File: config.mk
export PLATFORM = sky130hd
export DESIGN_NAME = c1_chk_rx_flat
export DESIGN_NICKNAME = d
export VERILOG_FILES = /design/src/rtl/c1_chk_rx_if.sv /design/src/rtl/c1_chk_rx.sv /design/src/flat_wrapper.sv
export SDC_FILE = /design/constraint.sdc
export NUM_CORES = 1
export LEC_CHECK = 0
export CORE_MARGIN = 2
export CORE_UTILIZATION = 45
export DETAILED_ROUTE_END_ITERATION = 6
export PLACE_DENSITY = 0.8
export SLEW_MARGIN = 15
export SYNTH_ARGS = -nofsm -noshare
export SYNTH_HDL_FRONTEND = slang
export SYNTH_SLANG_ARGS = --single-unit
export TNS_END_PERCENT = 30
File: constraint.sdc
create_clock -name clk -period 5.7 [get_ports clk]
set_clock_uncertainty 0.15 [all_clocks]
set_input_delay 1.14 -clock clk [delete_from_list [all_inputs] [get_ports clk]]
set_output_delay 1.14 -clock clk [all_outputs]
set_load 0.03 [all_outputs]
File: src/rtl/c1_chk_rx_if.sv
// Stream-in / result-out bundle for the one's-complement checksum checker.
`timescale 1ns/1ps
interface c1_chk_rx_if #(
  parameter int W  = 4,
  parameter int CW = 8
);
  logic          in_valid;
  logic          in_ready;
  logic [W-1:0]  in_data;
  logic          in_last;
  logic          out_valid;
  logic          out_ready;
  logic          out_ok;
  logic [W-1:0]  out_sum;
  logic [CW-1:0] out_len;
  logic          out_ovf;

  // Producer of words and consumer of results.
  modport master (
    output in_valid, in_data, in_last, out_ready,
    input  in_ready, out_valid, out_ok, out_sum, out_len, out_ovf
  );

  // The checker itself.
  modport slave (
    input  in_valid, in_data, in_last, out_ready,
    output in_ready, out_valid, out_ok, out_sum, out_len, out_ovf
  );
endinterface

File: src/rtl/c1_chk_rx.sv
// Receive-side checker for one's-complement checksummed word streams.
// Folds every word (checksum included) with end-around carry and reports the
// final sum, pass/fail and beat count through a held result handshake.
//
//  state | meaning
//  ------+---------------------------------------------------------------
//  ACC   | accepting words, accumulating; result registers hold last result
//  RESP  | result presented on out_*, input stalled until out_ready
`timescale 1ns/1ps
module c1_chk_rx #(
  parameter int W  = 4,
  parameter int CW = 8
) (
  input  logic        clk,
  input  logic        rst_n,
  c1_chk_rx_if.slave  bus
);

  typedef enum logic {ACC = 1'b0, RESP = 1'b1} state_t;

  localparam logic [W-1:0]  ALL_ONES = '1;
  localparam logic [CW-1:0] CNT_MAX  = '1;

  state_t        state, state_nxt;
  logic [W-1:0]  acc;
  logic [CW-1:0] cnt;
  logic          ovf;

  logic          beat;
  logic [W-1:0]  acc_sum;
  logic [CW-1:0] cnt_inc;
  logic          ovf_inc;

  // The second add cannot carry out: the first sum is at most 2*(2**W-1).
  function automatic logic [W-1:0] c1add(input logic [W-1:0] a, input logic [W-1:0] b);
    logic [W:0] s;
    s = {1'b0, a} + {1'b0, b};
    return s[W-1:0] + W'(s[W]);
  endfunction

  assign beat    = bus.in_valid && (state == ACC);
  assign acc_sum = c1add(acc, bus.in_data);
  assign cnt_inc = (cnt == CNT_MAX) ? cnt : cnt + 1'b1;
  assign ovf_inc = ovf || (cnt_inc == CNT_MAX);

  // State register.
  always_ff @(posedge clk or negedge rst_n) begin
    if (!rst_n) state <= ACC;
    else        state <= state_nxt;
  end

  // Next state and handshake outputs.
  always_comb begin
    state_nxt     = state;
    bus.in_ready  = 1'b0;
    bus.out_valid = 1'b0;
    case (state)
      ACC: begin
        bus.in_ready = 1'b1;
        if (beat && bus.in_last) state_nxt = RESP;
      end
      RESP: begin
        bus.out_valid = 1'b1;
        if (bus.out_ready) state_nxt = ACC;
      end
      default: state_nxt = ACC;
    endcase
  end

  // Accumulator, saturating beat counter and result registers.
  always_ff @(posedge clk or negedge rst_n) begin
    if (!rst_n) begin
      acc         <= '0;
      cnt         <= '0;
      ovf         <= 1'b0;
      bus.out_ok  <= 1'b0;
      bus.out_sum <= '0;
      bus.out_len <= '0;
      bus.out_ovf <= 1'b0;
    end else if (beat) begin
      if (bus.in_last) begin
        bus.out_sum <= acc_sum;
        bus.out_ok  <= (acc_sum == ALL_ONES);
        bus.out_len <= cnt_inc;
        bus.out_ovf <= ovf_inc;
        acc         <= '0;
        cnt         <= '0;
        ovf         <= 1'b0;
      end else begin
        acc <= acc_sum;
        cnt <= cnt_inc;
        ovf <= ovf_inc;
      end
    end
  end

endmodule

File: src/flat_wrapper.sv
// flat-port wrapper written by rule: the top's interface ports become plain ports
module c1_chk_rx_flat 
#(
  parameter int W  = 4,
  parameter int CW = 8
)
  (clk, rst_n, bus_in_valid, bus_in_data, bus_in_last, bus_out_ready, bus_in_ready, bus_out_valid, bus_out_ok, bus_out_sum, bus_out_len, bus_out_ovf);
  c1_chk_rx_if #(.W(W), .CW(CW)) bus_i ();
  input  logic clk;
  input  logic rst_n;
  input wire logic [$bits(bus_i.in_valid)-1:0] bus_in_valid;
  input wire logic [$bits(bus_i.in_data)-1:0] bus_in_data;
  input wire logic [$bits(bus_i.in_last)-1:0] bus_in_last;
  input wire logic [$bits(bus_i.out_ready)-1:0] bus_out_ready;
  output wire logic [$bits(bus_i.in_ready)-1:0] bus_in_ready;
  output wire logic [$bits(bus_i.out_valid)-1:0] bus_out_valid;
  output wire logic [$bits(bus_i.out_ok)-1:0] bus_out_ok;
  output wire logic [$bits(bus_i.out_sum)-1:0] bus_out_sum;
  output wire logic [$bits(bus_i.out_len)-1:0] bus_out_len;
  output wire logic [$bits(bus_i.out_ovf)-1:0] bus_out_ovf;
  assign bus_i.in_valid = bus_in_valid;
  assign bus_i.in_data = bus_in_data;
  assign bus_i.in_last = bus_in_last;
  assign bus_i.out_ready = bus_out_ready;
  assign bus_in_ready = bus_i.in_ready;
  assign bus_out_valid = bus_i.out_valid;
  assign bus_out_ok = bus_i.out_ok;
  assign bus_out_sum = bus_i.out_sum;
  assign bus_out_len = bus_i.out_len;
  assign bus_out_ovf = bus_i.out_ovf;
  c1_chk_rx #(.W(W), .CW(CW)) u_core (.clk(clk), .rst_n(rst_n), .bus(bus_i));
endmodule
==> results.py <==
metrics = {
    "yosys": {
        "syn_area_um2": 1570,
        "synthDistinctLibCells": 41,
        "syn_nets": 186,
        "synthCells": 169,
        "synth.avg_cell_area_um2": 9.28,
        "ys_ff_latch": 28,
        "yosysWarnings": 0,
        "yosysSeqAreaShare_pct": 44.7,
    },
    "timing": {
        "post-route-min-period_ns": 3.40,
        "finalSetupTns_ns": 0,
        "setup_viol": 0,
        "worst_pin_slew_ns": 0.804,
        "period_share_pct": 59.6,
        "relSlewSlack_pct": 46.2,
        "whs_ns": 0.346,
        "timing.fmax_mhz": 294,
        "final-hold-violation-count": 0,
        "rsz0062_at_grt": "no",
        "finalMaxSlewViolations": 0,
    },
    "cells_and_area": {
        "area_growth_pct": 18.7,
        "utilization_pct": 55.8,
        "nFillCells": 330,
        "diodes": 0,
        "nets": 204,
        "drive_above_1_share_pct": 4.30,
    },
    "power_and_ir_drop": {
        "seqPwrFrac_pct": 39.5,
        "vdd_drop_max_uv": 297,
        "intPower_mw": 0.441,
        "comb_power_share_pct": 41.6,
        "power_switching_share_pct": 37.6,
        "finalPower_mw": 0.707,
        "pwr_density_cell_nw_per_um2": 380,
        "p_sw_mw": 0.266,
        "leakage_nw": 0.810,
        "clkPwrFrac_pct": 18.9,
    },
    "cts": {
        "cts_max_level": 1,
        "path_clk_slew_ns": 0.16,
        "cts_tree": "built",
        "clock_sinks": 28,
        "cts_resized": 0,
        "post_cts_buffers": 0,
        "cts_buffer_depth": 2,
        "cts_buffers": 3,
        "clock_latency_ns": 0.34,
        "hold_buffers": 0,
        "cts_root_buf": "clkbuf_4",
    },
    "floorplanning": {
        "die_y_um": 63.1,
        "rows": 21,
        "die_w_um": 63.1,
        "fp.dieArea_um2": 3980,
        "initial_utilization_pct": 47.0,
        "core-area_um2": 3340,
        "io_pins": 25,
    },
    "route": {
        "ant_nets": 0,
        "via_per_inst": 5.44,
        "via_count": 1263,
        "drc": 0,
        "drt_iter0_drc": 49,
        "post_drt_wl_per_cell_um": 14.3,
        "drt_first_pass_iters": 4,
        "totalWireLength_mm": 3.32,
    },
    "global_route": {
        "grt_usage_pct": 17.8,
        "grt_pass1_wl_mm": 5.59,
        "grt_start_max_net_pins": 29,
        "grt_overflow": 0,
        "antenna_found_initial": 0,
        "grt_pass1_vias": 1224,
    },
    "status": {
        "status": "finished, final reports clean",
    },
    "placement": {
        "hpwl_mm": 2.33,
        "gp_congestion": 0.865,
        "numPortBuffers": 24,
    },
    "critical_path": {
        "worst-endpoint-arrival_ns": 3.49,
        "crit_type": "input pin to register",
        "cp.required_ns": 5.79,
        "crit_path_start_kind": "input pin",
        "end_kind": "register",
        "worstPathMaxFanout": 3,
    },
    "run": {
        "drv_cap": 0,
    },
    "min_path": {
        "hold_path.class": "register to register",
    },
}
## flip-flops by register name (all words and copies together) (netlist names)
register / flops
u_core.acc: 4
u_core.bus.out_len: 8
u_core.bus.out_ok: 1
u_core.bus.out_ovf: 1
u_core.bus.out_sum: 4
u_core.cnt: 8
u_core.ovf: 1
u_core.state: 1
## per-stage QoR
stage               setup slack, ns  std cells  area, um2
detailed placement             1.93        228       1810
finish                         2.30        232       1860
CTS                            2.30        232       1860
floorplan                      2.54        169       1570
global placement               2.08        228       1810
global route                   2.14        232       1860
## routing by layer
layer	vias up	track usage [%]	share of wire, %
met5	-	0	0
met1	603	24.2	47
met4	0	7.50	2.0
met3	5	1.96	3.5
li1	623	-	-
met2	32	28.9	48
## placed cells by master, fill, tap and decap left out, drive strengths merged, types with 2 or more instances in the layout
cell type / synthesis / final
mux2i: 3 / 3
clkbuf: 8 / 3
inv: 4 / 4
nand3: 8 / 8
nand2b: 2 / 2
mux2: 2 / 2
nor2: 4 / 4
clkdlybuf4s50: 0 / 24
nand2: 35 / 35
dfrtp: 28 / 28
a31oi: 2 / 2
xnor2: 5 / 5
o21ai: 20 / 20
o31ai: 2 / 2
ha: 7 / 7
a21oi: 8 / 8
nand4: 3 / 3
xor2: 3 / 3
a21o: 3 / 3
## worst max-delay path, cell delays in order
cell             delay (ns)
clkdlybuf4s50_1        0.42
ha_1                   0.23
fa_1                   0.42
a21o_1                 0.20
a21o_1                 0.17
ha_1                   0.20
nand3_1                0.08
xor2_1                 0.18
xnor2_1                0.12
o41ai_1                0.32
## power groups by stage
stage          sequential, mW  clock [mW]  combinational, mW
6_report                0.280       0.133              0.294
5_1_grt                 0.286       0.142              0.322
4_1_cts                 0.279       0.135              0.296
3_5_place_dp            0.283           0              0.296
3_3_place_gp            0.280           0              0.285
2_1_floorplan           0.322           0              0.151
## worst paths after layout
path / cells after the start / startpoint / slack (ns) / end
worst max register to register: 9 / u_core.acc[0]$_DFFE_PN0P_ / 3.14 / u_core.bus.out_ok$_DFFE_PN0P_
worst min register to register: 2 / u_core.bus.out_len[7]$_DFFE_PN0P_ / 0.35 / u_core.bus.out_len[7]$_DFFE_PN0P_
worst max-delay path: 10 / bus_in_data[0] / 2.30 / u_core.bus.out_ok$_DFFE_PN0P_
worst min-delay path: 2 / u_core.bus.out_len[7]$_DFFE_PN0P_ / 0.35 / u_core.bus.out_len[7]$_DFFE_PN0P_
max in group asynchronous: 2 / rst_n / 4.14 / u_core.acc[1]$_DFFE_PN0P_
min in group asynchronous: 2 / rst_n / 1.00 / u_core.bus.out_len[6]$_DFFE_PN0P_
## area by class of cell
type                            instances  area (um2)  share of cell area [%]
Clock buffer                            3        22.5                    1.21
Clock inverter                          1        30.0                    1.61
Inverter                                4        15.0                   0.806
Multi-Input combinational cell        125         788                    42.3
Sequential cell                        28         701                    37.6
Tap cell                               46        57.6                    3.09
Timing Repair Buffer                   25         248                    13.3
## cell families after synthesis
group	after synthesis	synth area share, %
DFF	28	44.7
AOI/OAI and AO/OA	43	16.7
buffers and inverters	16	5.10
adders and majority gates	8	6.86
and+or+nand+nor	61	18.9
xor gates and xnor gates	8	4.47
muxes	5	3.35
## Yosys cell counts (all sizes together)
master | instances | share of area, %
nand4b | 1 | 0.56
o21a | 1 | 0.48
and3 | 1 | 0.40
nor3b | 1 | 0.48
buf | 4 | 2.2
dfrtp | 28 | 45
and4 | 1 | 0.56
ha | 7 | 5.6
a32o | 1 | 0.64
or2 | 1 | 0.40
o2111a | 1 | 0.72
inv | 4 | 0.96
o41ai | 1 | 0.56
or3 | 1 | 0.40
clkbuf | 8 | 1.9
nor2b | 1 | 0.40
nand2 | 35 | 8.4
mux2 | 2 | 1.4
o211ai | 1 | 0.48
or4b | 1 | 0.64
a21o | 3 | 1.4
nor2 | 4 | 0.96
o21ai | 20 | 6.4
mux2i | 3 | 1.9
a41oi | 1 | 0.56
a31oi | 2 | 0.80
nand2b | 2 | 0.80
fa | 1 | 1.3
xnor2 | 5 | 2.8
o31ai | 2 | 0.96
nor4 | 1 | 0.40
xor2 | 3 | 1.7
nand4 | 3 | 1.2
a21oi | 8 | 2.6
a211oi | 1 | 0.48
nand3 | 8 | 3.3
a311o | 1 | 0.64
Power figures use the tool's default switching activity.
